--- config.mk ---
export PLATFORM = sky130hd
export DESIGN_NAME = reshape_input_flat
export DESIGN_NICKNAME = d
export VERILOG_FILES = /design/src/rtl/reshape_input_if.sv /design/src/rtl/reshape_input.sv /design/src/flat_wrapper.sv
export SDC_FILE = /design/constraint.sdc
export NUM_CORES = 2
export LEC_CHECK = 0
export ABC_AREA = 1
export CORE_MARGIN = 4
export CORE_UTILIZATION = 50
export DETAILED_ROUTE_END_ITERATION = 8
export GPL_ROUTABILITY_DRIVEN = 0
export HOLD_SLACK_MARGIN = 0.1
export MAX_ROUTING_LAYER = met4
export PLACE_DENSITY_LB_ADDON = 0.1
export SLEW_MARGIN = 20
export SYNTH_ARGS = -nofsm -noshare
export SYNTH_HDL_FRONTEND = slang
export SYNTH_SLANG_ARGS = --single-unit
--- constraint.sdc ---
create_clock -name clk -period 121.3 [get_ports clk]
set_clock_uncertainty 0.15 [all_clocks]
set_input_delay 18.195 -clock clk [delete_from_list [all_inputs] [get_ports clk]]
set_output_delay 18.195 -clock clk [all_outputs]
set_load 0.1 [all_outputs]
--- src/rtl/reshape_input_if.sv ---
// Stream bundle for reshape_input: IN_WIDTH-word input beats in, one TOTAL-word
// assembled vector out, each side with its own valid/ready handshake.
interface reshape_input_if #(
    parameter int TOTAL    = 40,
    parameter int IN_WIDTH = 8
);
    logic [IN_WIDTH-1:0][15:0] in;
    logic                      s_valid;
    logic                      s_ready;
    logic                      s_last;
    logic [TOTAL-1:0][15:0]    out;
    logic                      m_valid;
    logic                      m_ready;
    logic                      err;

    modport master (
        output in, s_valid, s_last, m_ready,
        input  s_ready, out, m_valid, err
    );

    modport slave (
        input  in, s_valid, s_last, m_ready,
        output s_ready, out, m_valid, err
    );
endinterface

--- src/rtl/reshape_input.sv ---
// Deserializing packer: collects IN_LENGTH beats of IN_WIDTH 16-bit words into one
// TOTAL-word vector and holds it on a registered output until downstream takes it.
module reshape_input #(
    parameter int TOTAL    = 40,
    parameter int IN_WIDTH = 8
) (
    input  logic           clk,
    input  logic           reset,
    reshape_input_if.slave bus
);
    localparam int IN_LENGTH      = TOTAL / IN_WIDTH;
    localparam int CW             = $clog2(IN_LENGTH) + 1;
    localparam logic [CW-1:0] LAST = CW'(IN_LENGTH - 1);

    typedef logic [IN_WIDTH-1:0][15:0] beat_t;

    generate
        if (TOTAL % IN_WIDTH != 0) begin : g_bad_width
            $error("reshape_input: IN_WIDTH must divide TOTAL");
        end
    endgenerate

    beat_t                  banks_q [IN_LENGTH];
    beat_t                  banks_d [IN_LENGTH];
    logic [CW-1:0]          cnt_q, cnt_d;
    logic [TOTAL-1:0][15:0] out_q, out_d;
    logic                   m_valid_q, m_valid_d;
    logic                   err_q, err_d;

    logic at_last;
    logic s_ready;
    logic accept;

    // Only the completing beat has to wait for the output register to free up.
    assign at_last = (cnt_q == LAST);
    assign s_ready = ~at_last | ~m_valid_q | bus.m_ready;
    assign accept  = bus.s_valid & s_ready;

    always_comb begin
        banks_d   = banks_q;
        cnt_d     = cnt_q;
        out_d     = out_q;
        m_valid_d = m_valid_q;
        err_d     = 1'b0;

        if (m_valid_q && bus.m_ready) begin
            m_valid_d = 1'b0;
        end

        if (accept) begin
            if (at_last) begin
                // Last row bypasses the banks so the vector appears one edge after its final beat.
                for (int k = 0; k < IN_LENGTH - 1; k++) begin
                    out_d[k*IN_WIDTH +: IN_WIDTH] = banks_q[k];
                end
                out_d[(IN_LENGTH-1)*IN_WIDTH +: IN_WIDTH] = bus.in;
                m_valid_d = 1'b1;
                cnt_d     = '0;
                err_d     = ~bus.s_last;
            end else if (bus.s_last) begin
                cnt_d = '0;
                err_d = 1'b1;
            end else begin
                for (int k = 0; k < IN_LENGTH; k++) begin
                    if (cnt_q == CW'(k)) begin
                        banks_d[k] = bus.in;
                    end
                end
                cnt_d = cnt_q + CW'(1);
            end
        end
    end

    always_ff @(posedge clk or posedge reset) begin
        if (reset) begin
            banks_q   <= '{default: '0};
            cnt_q     <= '0;
            out_q     <= '0;
            m_valid_q <= 1'b0;
            err_q     <= 1'b0;
        end else begin
            banks_q   <= banks_d;
            cnt_q     <= cnt_d;
            out_q     <= out_d;
            m_valid_q <= m_valid_d;
            err_q     <= err_d;
        end
    end

    assign bus.s_ready = s_ready;
    assign bus.out     = out_q;
    assign bus.m_valid = m_valid_q;
    assign bus.err     = err_q;
endmodule

--- src/flat_wrapper.sv ---
// flat-port wrapper written by rule: the top's interface ports become plain ports
module reshape_input_flat 
#(
    parameter int TOTAL    = 40,
    parameter int IN_WIDTH = 8
)
  (clk, reset, bus_in, bus_s_valid, bus_s_last, bus_m_ready, bus_s_ready, bus_out, bus_m_valid, bus_err);
  reshape_input_if #(.TOTAL(TOTAL), .IN_WIDTH(IN_WIDTH)) bus_i ();
  input  logic clk;
  input  logic reset;
  input wire logic [$bits(bus_i.in)-1:0] bus_in;
  input wire logic [$bits(bus_i.s_valid)-1:0] bus_s_valid;
  input wire logic [$bits(bus_i.s_last)-1:0] bus_s_last;
  input wire logic [$bits(bus_i.m_ready)-1:0] bus_m_ready;
  output wire logic [$bits(bus_i.s_ready)-1:0] bus_s_ready;
  output wire logic [$bits(bus_i.out)-1:0] bus_out;
  output wire logic [$bits(bus_i.m_valid)-1:0] bus_m_valid;
  output wire logic [$bits(bus_i.err)-1:0] bus_err;
  assign bus_i.in = bus_in;
  assign bus_i.s_valid = bus_s_valid;
  assign bus_i.s_last = bus_s_last;
  assign bus_i.m_ready = bus_m_ready;
  assign bus_s_ready = bus_i.s_ready;
  assign bus_out = bus_i.out;
  assign bus_m_valid = bus_i.m_valid;
  assign bus_err = bus_i.err;
  reshape_input #(.TOTAL(TOTAL), .IN_WIDTH(IN_WIDTH)) u_core (.clk(clk), .reset(reset), .bus(bus_i));
endmodule
==> metrics.md <==
| Metric | Value |
|---|---|
| Register area share after synthesis | `a little under two thirds` |
| CP startpoint kind | `input pin` |
| HP Class | `register to register` |
| Worst-path clk slew | `60 ps` |
| Post_cts resized | `0` |
| Syn. warnings | `0` |
| Total track usage | `between 20% and 30%` |
| Nets | `~5700` |
| Iteration-0 DRC Markers | `between 3000 and 4000` |
| Slew @ Worst Pin | `1196 ps` |
| Final setup TNS | `0 ps` |
| Initial antenna violation count | `2` |
| Seq cells post-synth | `between 1000 and 1500` |
| Area of the core | `0.09042 mm^2` |
| # rows | `110` |
| Die ar. | `slightly below 0.1 mm^2` |
| Distinct cells, synth | `17` |
| # Max-Cap Violations | `0` |
| Width of the die | `around 310 um` |
| CP max FO | `10` |
| Tcrit/Tclk final | `32.05%` |
| Syn_area_per_cell | `~9.1 um^2` |
| WS Path Type | `input pin to primary output` |
| R2R setup slack | `roughly 120000 ps` |
| Fmax | `between 20 and 30 MHz` |
| FF-to-FF Start | `u_core.cnt_q[0]` |
| Clock Path Buffers | `3` |
| Area of the multi-input gates | `between 0.01 and 0.015 mm^2` |
| Worst Setup EP | `bus_s_ready` |
| FF/Latch Area | `about 0.029 mm^2` |
| Largest net degree at the start of global routing | `a little over 300` |
| Number of port buffers | `775` |
| Final Hold Viols | `0` |
| Number of global-route vias before repair | `roughly 35000` |
| Worst path required time | `~100000 ps` |
| Drt drc | `0` |
| Pre-antenna DRT Iters | `5` |
| Setup crit end kind | `primary output` |
| Inserted Clock Buffers | `approximately 120` |
| Antenna viol nets, final | `0` |
| Worst reg-to-reg path cell count | `9` |
| Final setup viols | `0` |
| Synth Net Count | `roughly 5200` |
| DPL Wire Length | `between 80 and 90 mm` |
| RSZ-0062 raised after global routing | `no` |
| Die height | `approximately 310 um` |
| Synth Cell Area | `about 0.046 mm^2` |
| Post-CTS setup buffers | `0` |
| Htree depth | `3` |
| Slew headroom | `20.00%` |
| Layout area overhead | `26.74%` |
| CTS tree | `yes` |
| Max-slew violation count | `0` |
| Global Route met1 Usage | `38.47%` |
| Final WL | `~140 mm` |
| Vias post-DR | `36072` |
| Min Hold Slack | `318.3 ps` |
| Reg2reg end | `u_core.bus.out[526]` |
| Number of I/O pins | `776` |
| Skew-Pair Late Insertion Delay | `about 700 ps` |
| GR peak layer | `met2` |
| Post-Synthesis Cells | `around 5000` |
| M3 GR Usage | `between 7 and 8%` |
| Gr ovfl total | `0` |
| Initial Utilization | `50.56%` |
| Mean number of vias per cell | `~5.2` |
| First-pass GRT wire length | `214.3 mm` |
| Hold Buf Count CTS | `0` |
| Routed WL per cell | `20.54 um` |
| Met2 Use GR | `between 40 and 50%` |
| Ratio of cells with drive above 1 in the final layout | `between 4 and 5%` |
| Worst setup startpoint | `bus_m_ready` |
| Sinks on Clock Net | `1158` |
| Clock period minus worst slack | `~39000 ps` |
| WP data arrival | `20540 ps` |
| Fillers | `between 7000 and 8000` |
| Status | `completed` |
| Root buf cell | `clkbuf_16` |
==> how the worst min path moves through the flow <==
stage,end,cells past startpoint,startpoint
after global routing,u_core.banks_q[233],2,u_core.banks_q[233]
final,u_core.banks_q[405],2,u_core.banks_q[405]
after global placement,u_core.banks_q[403],2,u_core.banks_q[403]
after detailed placement,u_core.banks_q[438],2,u_core.banks_q[438]
after floorplan,u_core.banks_q[128],2,u_core.banks_q[128]
after CTS,u_core.banks_q[233],2,u_core.banks_q[233]
==> placed cells by master (no fill, tap or decap), types with 2 or more instances in the layout <==
cell type,instances
nand2_1,1680
dfrtp_1,1158
clkdlybuf4s50_1,770
o21ai_0,765
inv_1,648
nand4_1,385
clkbuf_16,119
buf_4,43
clkbuf_8,34
clkbuf_1,26
clkinv_2,23
bufinv_16,10
o21ai_1,5
ha_1,5
inv_6,5
buf_12,5
nand3_4,4
nor2_4,4
diode_2,3
nand3_1,3
buf_6,3
nor2_1,2
==> registers in the layout, indices dropped and copies added (netlist names) <==
| signal | count |
|---|---|
| u_core.bus.err | 1 |
| u_core.bus.out | 640 |
| u_core.bus.m_valid | 1 |
| u_core.cnt_q | 4 |
| u_core.banks_q | 512 |
==> cell families (layout without fill, tap and decap cells) <==
| family | count (synthesis) | after routing | synth area share, % |
|---|---|---|---|
| compound gates | 770 | 770 | 8.429 |
| xor+xnor | 2 | 2 | 0.03832 |
| fa+ha+maj | 5 | 5 | 0.1368 |
| buf+inv | 1005 | 1694 | 8.818 |
| flops | 1158 | 1158 | 63.38 |
| other cells | 0 | 3 | 0 |
| simple gates | 2079 | 2079 | 19.20 |
==> critical path: stages <==
cell and delay (ps):
clkdlybuf4s50_1 470, inv_1 50, nand2_1 260, inv_1 130, nand2_4 220, clkdlybuf4s50_1 1190
==> synthesized netlist by cell type <==
master | number | area, um^2
ha_1 | 5 | 62.56
inv_1 | 649 | 2436
buf_2 | 129 | 645.6
inv_2 | 2 | 7.510
nand3_1 | 7 | 35.03
xor2_1 | 1 | 8.760
nor2_1 | 6 | 22.52
xnor2_1 | 1 | 8.760
o21ai_0 | 765 | 3829
nand4_1 | 385 | 2409
buf_4 | 14 | 105.1
clkbuf_1 | 155 | 581.8
buf_6 | 6 | 67.56
buf_1 | 50 | 187.7
dfrtp_1 | 1158 | 28980
nand2_1 | 1681 | 6310
o21ai_1 | 5 | 25.02
==> cell type report <==
cell class              instances  area share (%)
clock inverters                40          0.8335
flip-flops and latches       1158           50.01
well taps                    1176           2.539
diodes                          3         0.01296
clock buffers                 179           6.115
repair buffers                824           14.17
multi-input cells            2856           22.09
inverters                     651           4.234
==> per-layer routing <==
| layer | routed length (um) | share of wire (%) |
|---|---|---|
| met4 | 8036 | 5.7 |
| met2 | 64580 | 46 |
| met5 | 0 | 0 |
| met1 | 57210 | 40 |
| met3 | 11610 | 8.2 |
==> stage by stage <==
stage                     util, %  area [um^2]  std cells  worst slack [ps]
after global routing        64.08        57940       6886             82340
after global placement      59.56        53860       6663             82430
final                       64.08        57950       6887             82420
after floorplan                 -        45720       5019             70340
after detailed placement    59.56        53850       6663             82430
after CTS                   64.01        57880       6882             82410
Power is not shown: default switching activity piles up to over one toggle a cycle in this logic, so the estimate is an artifact.
